==> src/rtl/cpu_pkg.sv <==
// Shared widths, the zero-register index and the forwarding-source bundle
// used by the operand stage and its forwarding muxes.
package cpu_pkg;

  localparam int DW = 64;
  localparam int AW = 5;

  // Register 31 reads as zero and is never a forwarding target.
  localparam logic [AW-1:0] XZR = 5'd31;

  // One later pipeline stage as seen by a forwarding mux.
  typedef struct packed {
    logic [AW-1:0] rd;
    logic          regWrite;
    logic [DW-1:0] data;
  } fwd_src_t;

  // A stage can supply a source only if it writes, targets that index,
  // and the index is not the zero register.
  function automatic logic src_match(input fwd_src_t src, input logic [AW-1:0] idx);
    return src.regWrite && (src.rd == idx) && (idx != XZR);
  endfunction

endpackage

==> src/rtl/fwd_mux.sv <==
// Resolves the value of one source register: zero register first, then the
// youngest in-flight producer (EX, MEM, WB), then the regfile read data.
module fwd_mux
  import cpu_pkg::*;
(
  input  logic [AW-1:0] idx,
  input  logic [DW-1:0] rf_data,
  input  fwd_src_t      ex,
  input  logic          ex_load,
  input  fwd_src_t      mem,
  input  fwd_src_t      wb,
  output logic [DW-1:0] data
);

  logic ex_hit;
  logic mem_hit;
  logic wb_hit;

  // A load in EX has no result yet, so it never forwards; the operand stage
  // turns that case into a load-use bubble instead.
  assign ex_hit  = src_match(ex, idx) && !ex_load;
  assign mem_hit = src_match(mem, idx);
  assign wb_hit  = src_match(wb, idx);

  // Priority select of the forwarded value.
  always_comb begin
    data = rf_data;
    if (idx == XZR) begin
      data = '0;
    end else if (ex_hit) begin
      data = ex.data;
    end else if (mem_hit) begin
      data = mem.data;
    end else if (wb_hit) begin
      data = wb.data;
    end
  end

endmodule

==> src/rtl/operand_stage.sv <==
// ID/EX operand stage: forwards both sources, picks the ALU operands,
// detects load-use hazards and registers everything into EX.
// The struct-based forwarding bundles use the package widths, so DW and AW
// are expected to stay at their package values.
module operand_stage #(
  parameter int DW = cpu_pkg::DW,
  parameter int AW = cpu_pkg::AW
) (
  input  logic          clk,
  input  logic          reset,
  input  logic [DW-1:0] ReadData1,
  input  logic [DW-1:0] ReadData2,
  input  logic [AW-1:0] ReadRegister1,
  input  logic [AW-1:0] ReadRegister2,
  input  logic          idValid,
  input  logic [AW-1:0] idRd,
  input  logic          idRegWrite,
  input  logic          idMemRead,
  input  logic          idALUSrc,
  input  logic [DW-1:0] idImm,
  input  logic [AW-1:0] exRd,
  input  logic          exRegWrite,
  input  logic          exMemRead,
  input  logic [DW-1:0] exResult,
  input  logic [AW-1:0] memRd,
  input  logic          memRegWrite,
  input  logic [DW-1:0] memResult,
  input  logic [AW-1:0] wbRd,
  input  logic          wbRegWrite,
  input  logic [DW-1:0] wbData,
  input  logic          stall,
  input  logic          flush,
  output logic [DW-1:0] opA,
  output logic [DW-1:0] opB,
  output logic [DW-1:0] storeData,
  output logic          exValidOut,
  output logic [AW-1:0] exRdOut,
  output logic          exRegWriteOut,
  output logic          exMemReadOut,
  output logic          hazard,
  output logic [15:0]   bubbleCount
);

  import cpu_pkg::fwd_src_t;
  import cpu_pkg::XZR;

  fwd_src_t      ex_src;
  fwd_src_t      mem_src;
  fwd_src_t      wb_src;
  logic [DW-1:0] fwd1;
  logic [DW-1:0] fwd2;
  logic [DW-1:0] opb_sel;
  logic          ex_load_hit;

  // Bundle each later stage into a forwarding source.
  always_comb begin
    ex_src.rd        = exRd;
    ex_src.regWrite  = exRegWrite;
    ex_src.data      = exResult;
    mem_src.rd       = memRd;
    mem_src.regWrite = memRegWrite;
    mem_src.data     = memResult;
    wb_src.rd        = wbRd;
    wb_src.regWrite  = wbRegWrite;
    wb_src.data      = wbData;
  end

  fwd_mux u_fwd1 (
    .idx     (ReadRegister1),
    .rf_data (ReadData1),
    .ex      (ex_src),
    .ex_load (exMemRead),
    .mem     (mem_src),
    .wb      (wb_src),
    .data    (fwd1)
  );

  fwd_mux u_fwd2 (
    .idx     (ReadRegister2),
    .rf_data (ReadData2),
    .ex      (ex_src),
    .ex_load (exMemRead),
    .mem     (mem_src),
    .wb      (wb_src),
    .data    (fwd2)
  );

  // Load-use detection: the load in EX targets either source of a valid
  // instruction in decode. Both sources count even when opB is the immediate.
  always_comb begin
    ex_load_hit = exMemRead && exRegWrite && (exRd != XZR) &&
                  ((exRd == ReadRegister1) || (exRd == ReadRegister2));
    hazard      = idValid && ex_load_hit;
  end

  // Second ALU operand: immediate or forwarded register.
  always_comb begin
    opb_sel = idALUSrc ? idImm : fwd2;
  end

  // Qualifier registers; flush beats stall beats hazard beats normal load.
  // Write and load flags are gated by valid so a bubble can never write.
  always_ff @(posedge clk or posedge reset) begin
    if (reset) begin
      exValidOut    <= 1'b0;
      exRegWriteOut <= 1'b0;
      exMemReadOut  <= 1'b0;
    end else if (flush) begin
      exValidOut    <= 1'b0;
      exRegWriteOut <= 1'b0;
      exMemReadOut  <= 1'b0;
    end else if (stall) begin
      exValidOut    <= exValidOut;
      exRegWriteOut <= exRegWriteOut;
      exMemReadOut  <= exMemReadOut;
    end else if (hazard) begin
      exValidOut    <= 1'b0;
      exRegWriteOut <= 1'b0;
      exMemReadOut  <= 1'b0;
    end else begin
      exValidOut    <= idValid;
      exRegWriteOut <= idValid && idRegWrite;
      exMemReadOut  <= idValid && idMemRead;
    end
  end

  // Data registers only move on a normal load; on flush or bubble their
  // content is irrelevant, so holding saves toggling.
  always_ff @(posedge clk or posedge reset) begin
    if (reset) begin
      opA       <= '0;
      opB       <= '0;
      storeData <= '0;
      exRdOut   <= '0;
    end else if (!flush && !stall && !hazard) begin
      opA       <= fwd1;
      opB       <= opb_sel;
      storeData <= fwd2;
      exRdOut   <= idRd;
    end
  end

  // Saturating count of bubbles actually inserted into EX.
  always_ff @(posedge clk or posedge reset) begin
    if (reset) begin
      bubbleCount <= '0;
    end else if (!flush && !stall && hazard && (bubbleCount != 16'hFFFF)) begin
      bubbleCount <= bubbleCount + 16'd1;
    end
  end

endmodule

==> config.mk <==
export PLATFORM = sky130hd
export DESIGN_NAME = operand_stage
export DESIGN_NICKNAME = d
export VERILOG_FILES = /design/src/rtl/cpu_pkg.sv /design/src/rtl/fwd_mux.sv /design/src/rtl/operand_stage.sv
export SDC_FILE = /design/constraint.sdc
export NUM_CORES = 1
export LEC_CHECK = 0
export BUFFER_PORTS_ARGS = -buffer_cell sky130_fd_sc_hd__buf_4
export CORE_AREA = 2 2 247 249
export CTS_CLUSTER_DIAMETER = 60
export CTS_CLUSTER_SIZE = 8
export DETAILED_ROUTE_END_ITERATION = 10
export DIE_AREA = 0 0 249 251
export MAX_ROUTING_LAYER = met4
export PLACE_DENSITY = 0.54
export SLEW_MARGIN = 20
export SYNTH_ARGS = -nofsm -noshare
export SYNTH_HDL_FRONTEND = slang
export SYNTH_SLANG_ARGS = --single-unit
export TNS_END_PERCENT = 50
==> constraint.sdc <==
create_clock -name clk -period 9.2 [get_ports clk]
set_clock_uncertainty 0.1 [all_clocks]
set_input_delay 0.92 -clock clk [delete_from_list [all_inputs] [get_ports clk]]
set_output_delay 0.92 -clock clk [all_outputs]
set_load 0.005 [all_outputs]
* Yosys cells after proc, flatten, opt, wreduce, memory -nomap -nowiden
Index checks and enable logic that the tools add are counted.
** Word-level totals
- Input port bits :: 426
- Register bits after elaboration :: 216
- Output and inout bits :: 217
** Cells by class
- Add/subtract/negate cells :: 1
- Equal/unequal tests :: 13
- Mux-type cells :: 18
- Reduce and logical (&&, ||, !) cells :: 29
** Operators by type and width (count)
- $mux 64 :: 9
- $eq 5x5->1 :: 6
- $logic_and 1x1->1 :: 24
- $add 16x1->16 const B :: 1
- $ne 16x16->1 const B :: 1
- $ne 5x5->1 const B :: 3
- $eq 5x5->1 const B :: 2
- $mux 1 :: 9
- $logic_not 1->1 :: 4
- $ne 2x1->1 const B :: 1
- $logic_or 1x1->1 :: 1

* Logic depth before layout (Yosys ltp)
- Depth after elaboration :: 8
- Gate-level depth with buffers :: 9
- Depth with buffers taken out :: 6

* Modules after synthesis
From an unflattened synthesis, not the netlist that was laid out.
** Unflattened totals
- Cell total of the unflattened synthesis :: 1392
- Area, all modules :: 14893.0 um^2
** Modules (own cells, without submodules)
- operand_stage :: cells an instance 596, area an instance 9160.0 um^2, times used 1
- fwd_mux :: cells an instance 398, area an instance 2866.5 um^2, times used 2

* Least setup slack after synthesis
No wires, ideal clock.
- Path type :: input port to output port
- From :: input exRd[4]
- To :: output hazard
- Setup slack :: 6403 ps
- Arrival :: 1777 ps
- Stages :: 4
- Data required time :: 8180 ps
- Buffers on the path :: 0
- Cells stage by stage :: xor2_1 > nor3_1 > o2bb2ai_2 > and3_1
** On the way
- Word-level cells in the longest chain between the ends :: 4
** RTL lines
- start: declaration :: RTL line operand_stage.sv:21 : input logic [AW-1:0] exRd,
- $ne 5x5->1 or $eq 5x5->1 (tied branches) :: RTL line operand_stage.sv:91, operand_stage.sv:92
- $logic_and 1x1->1 or $logic_or 1x1->1 (tied branches) :: RTL line operand_stage.sv:91, operand_stage.sv:92
- $logic_and 1x1->1 * :: RTL line operand_stage.sv:91 : ex_load_hit = exMemRead && exRegWrite && (exRd != XZR) &&
- $logic_and 1x1->1 * :: RTL line operand_stage.sv:93 : hazard = idValid && ex_load_hit;
- end: declaration :: RTL line operand_stage.sv:40 : output logic hazard,
Mark *: on every way between the ends. The rest lies on a longest branch, timed or not.

* Worst setup path after layout
- From :: input ReadRegister2[4]
- To :: register opB[32]
** On the way
- Word-level cells in the longest chain between the ends :: 8
** RTL lines
- start: declaration :: RTL line operand_stage.sv:14 : input logic [AW-1:0] ReadRegister2,
- $eq 5x5->1 :: RTL line cpu_pkg.sv:21 : return src.regWrite && (src.rd == idx) && (idx != XZR);
- $logic_and 1x1->1 (2 in series) :: RTL line cpu_pkg.sv:21
- $mux 64 :: RTL line fwd_mux.sv:34 : end else if (wb_hit) begin
- $mux 64 :: RTL line fwd_mux.sv:32 : end else if (mem_hit) begin
- $mux 64 :: RTL line fwd_mux.sv:30 : end else if (ex_hit) begin
- $mux 64 :: RTL line fwd_mux.sv:28 : if (idx == XZR) begin
- $mux 64 :: RTL line operand_stage.sv:98 : opb_sel = idALUSrc ? idImm : fwd2;
- end signal: assignment :: RTL line operand_stage.sv:137 : opB <= opb_sel;
- end: declaration :: RTL line operand_stage.sv:34 : output logic [DW-1:0] opB,
Parallel ways exist; a longest one is shown, timed or not.
A chain may end at the register's enable or synchronous reset.

==> flow_summary.ini <==
[placed_design]
place.gp.congestion = 0.919
place_hpwl_mm = 52.8
portBuffers = 642
place_inst = 2855
dp_slack_ns = 4.77

[detailed_routing]
first_iter_violations = 1170
wire_per_inst_um = 25.9
drtAntennaViolNets = 0
drc = 0
num_vias = 15200
wl_mm = 75.3
vias_per_cell = 5.21
drt-pass1-iter-count = 5

[setup_path]
r2r_slack_ns = 6.70
cp_common_cell = buf_4
critical_path_class = in -> reg
max_stage_delay_ns = 0.77
cp_cell_sequence = buf_4 -> nand4_2 -> or2_4 -> buf_4 -> nand3_4 -> buf_4 -> nand3_4 -> o211a_1 -> o211ai_1
rr_endpoint = bubbleCount[11]$_DFFE_PP0P_
rr_startpoint = bubbleCount[0]$_DFFE_PP0P_
crit_path_max_fanout = 49
required_ns = 9.51
r2r_cells = 6
cp.arrival_ns = 4.24
cp-start-kind = primary input
cp-end-kind = register
cpMaxStageDelayCell = nand3_4

[sta]
clock.fmax_mhz = 254
final-max-slew-violation-count = 0
setup_violations = 0
setup_slack_ns = 5.27
period_needed_ns = 3.93
slew_headroom = 0.272
holdWs_ns = 0.376
finalCritPeriodShare = 0.427
fin_tns_setup_ns = 0
rsz0062_at_grt = no
hold_viol_final = 0
tightestPinTransition_ns = 1.09

[yosys]
syn_nets = 1974
syn_inst = 1547
ys_seq_elements = 216
synthDistinctLibCells = 48
syn-mean-instance-area_um2 = 8.54
seq_area_frac_synth = 0.409
synth_edf_count = 0
synthFlopType = dfrtp_1
netlist_area_um2 = 13200
synthArstFlopShare = 1.00
ys_warn_count = 0

[final_layout]
final_common_cell = buf_4
nFillCells = 6288
layout-drive-gt1-share = 0.359
nNetsFinal = 2539
stdcell_count = 2910
syn_to_final_growth_pct = 49.6
final_cell_mix = 674 x buf_4, 243 x nand2_1, 216 x dfrtp_1

[clock_network]
cts_tree = built
cts_max_level = 2
clockRootBuffer = clkbuf_16
clkSlewWorstSetupHoldPaths_ns = 0.05
clock_tree.buffer_depth = 3
cts_sinks = 216
cts.repair.resized = 0
ctsHoldBuffers = 0
clk_latency_ns = 0.52
postCtsSetupBuffers = 0
cts_buffers = 36

[worst_hold_path]
whs_path_depth = 2
hold_end = exRdOut[0]$_DFFE_PP0P_
worstHoldStart = exRdOut[0]$_DFFE_PP0P_
min_path_type = reg -> reg

[die]
core_um2 = 59800
rows = 90
pin_count = 643
dieArea_um2 = 62500
die_h_um = 251
start_util = 0.221
die_width_um = 249

[global_routing]
grt_pass1_wl_mm = 110
grt_max_degree = 107
grt_pass1_vias = 15900
antenna_found_initial = 5
track_usage = 0.242
grt_overflow = 0

[run_status]
outcome = complete, no violations

[job]
drv_cap = 0

[pwr]
power_density_nw_per_um2 = 163
power.static_leakage_nw = 9.10
worst_ir_drop_vdd_mv = 0.0758
power_mw = 3.22
[area by class of cell]
| cell class | instances | area (um^2) | share of cell area |
|---|---|---|---|
| multi-input cells | 1112 | 7000 | 0.354 |
| flip-flops and latches | 216 | 5410 | 0.273 |
| repair buffers | 675 | 5080 | 0.257 |
| clock buffers | 43 | 978 | 0.0495 |
| well taps | 782 | 978 | 0.0495 |
| inverters | 71 | 274 | 0.0139 |
| clock inverters | 5 | 35.0 | 0.00177 |
| diodes | 6 | 15.0 | 0.000759 |
[critical path, delay by kind of cell]
family / cells / cell delay [ns]
buffers and inverters: 3 / 0.87
AOI/OAI and AO/OA: 2 / 0.69
and+or+nand+nor: 4 / 1.71
[how the worst max path moves through the flow]
stage                      from                         end  slack (ns)
3_3_place_gp   ReadRegister2[4]         opB[16]$_DFFE_PP0P_        4.71
4_1_cts        ReadRegister2[4]         opB[58]$_DFFE_PP0P_        5.37
5_1_grt        ReadRegister2[4]         opB[63]$_DFFE_PP0P_        5.12
3_5_place_dp   ReadRegister2[4]         opB[32]$_DFFE_PP0P_        4.77
2_1_floorplan             reset  bubbleCount[0]$_DFFE_PP0P_        2.27
6_report       ReadRegister2[4]         opB[32]$_DFFE_PP0P_        5.27
[per-stage QoR]
step	cell area [um^2]	util
3_5_place_dp	18700	0.313
6_report	19800	0.331
5_1_grt	19800	0.331
4_1_cts	19700	0.330
3_3_place_gp	18700	0.313
2_1_floorplan	13200	-
[power by group]
group	internal, mW	leakage, nW	switching (mW)	total, mW
logic	0.417	5.92	0.404	0.821
clock network	0.740	0.497	0.476	1.22
registers	1.09	2.68	0.0919	1.18
total	2.24	9.10	0.971	3.22
[cell usage after synthesis, drive strengths merged (10+ instances only)]
| cell type | count | area [um^2] |
|---|---|---|
| nor2 | 12 | 52.6 |
| mux2 | 11 | 124 |
| nand3 | 77 | 390 |
| a2bb2oi | 64 | 561 |
| dfrtp | 216 | 5410 |
| clkbuf | 90 | 338 |
| mux2i | 49 | 490 |
| and2 | 15 | 93.8 |
| and3 | 14 | 87.6 |
| xnor2 | 28 | 245 |
| nor3 | 87 | 440 |
| xor2 | 17 | 149 |
| nand2 | 243 | 912 |
| o211ai | 67 | 558 |
| inv | 71 | 267 |
| o211a | 40 | 400 |
| a211oi | 64 | 480 |
| buf | 58 | 310 |
| o21ai | 213 | 1070 |
| a311oi | 16 | 158 |
| nand4 | 57 | 363 |
| a221o | 10 | 100 |
[metal layers]
layer	vias to the layer above	GRT usage	share of wire
li1	6786	-	-
met1	7414	0.287	0.40
met2	808	0.399	0.48
met3	163	0.0524	0.077
met4	0	0.0978	0.040
met5	-	-	0
[logic make-up (layout without fill, tap and decap cells)]
| kind of cell | count (synthesis) | in the layout | share of synthesized area |
|---|---|---|---|
| buffers and inverters | 219 | 794 | 0.0692 |
| and+or+nand+nor | 524 | 524 | 0.188 |
| adders and majority gates | 1 | 1 | 0.000947 |
| muxes | 60 | 60 | 0.0465 |
| xor gates and xnor gates | 45 | 45 | 0.0298 |
| AOI/OAI and AO/OA | 482 | 482 | 0.257 |
| DFF | 216 | 216 | 0.409 |
| other | 0 | 6 | 0 |
[sequential cells by signal (all words and copies together) (netlist names)]
register,cells
exRdOut,5
opB,64
exMemReadOut,1
storeData,64
exValidOut,1
exRegWriteOut,1
bubbleCount,16
opA,64
Note: power is estimated with default switching activity, not from simulation.
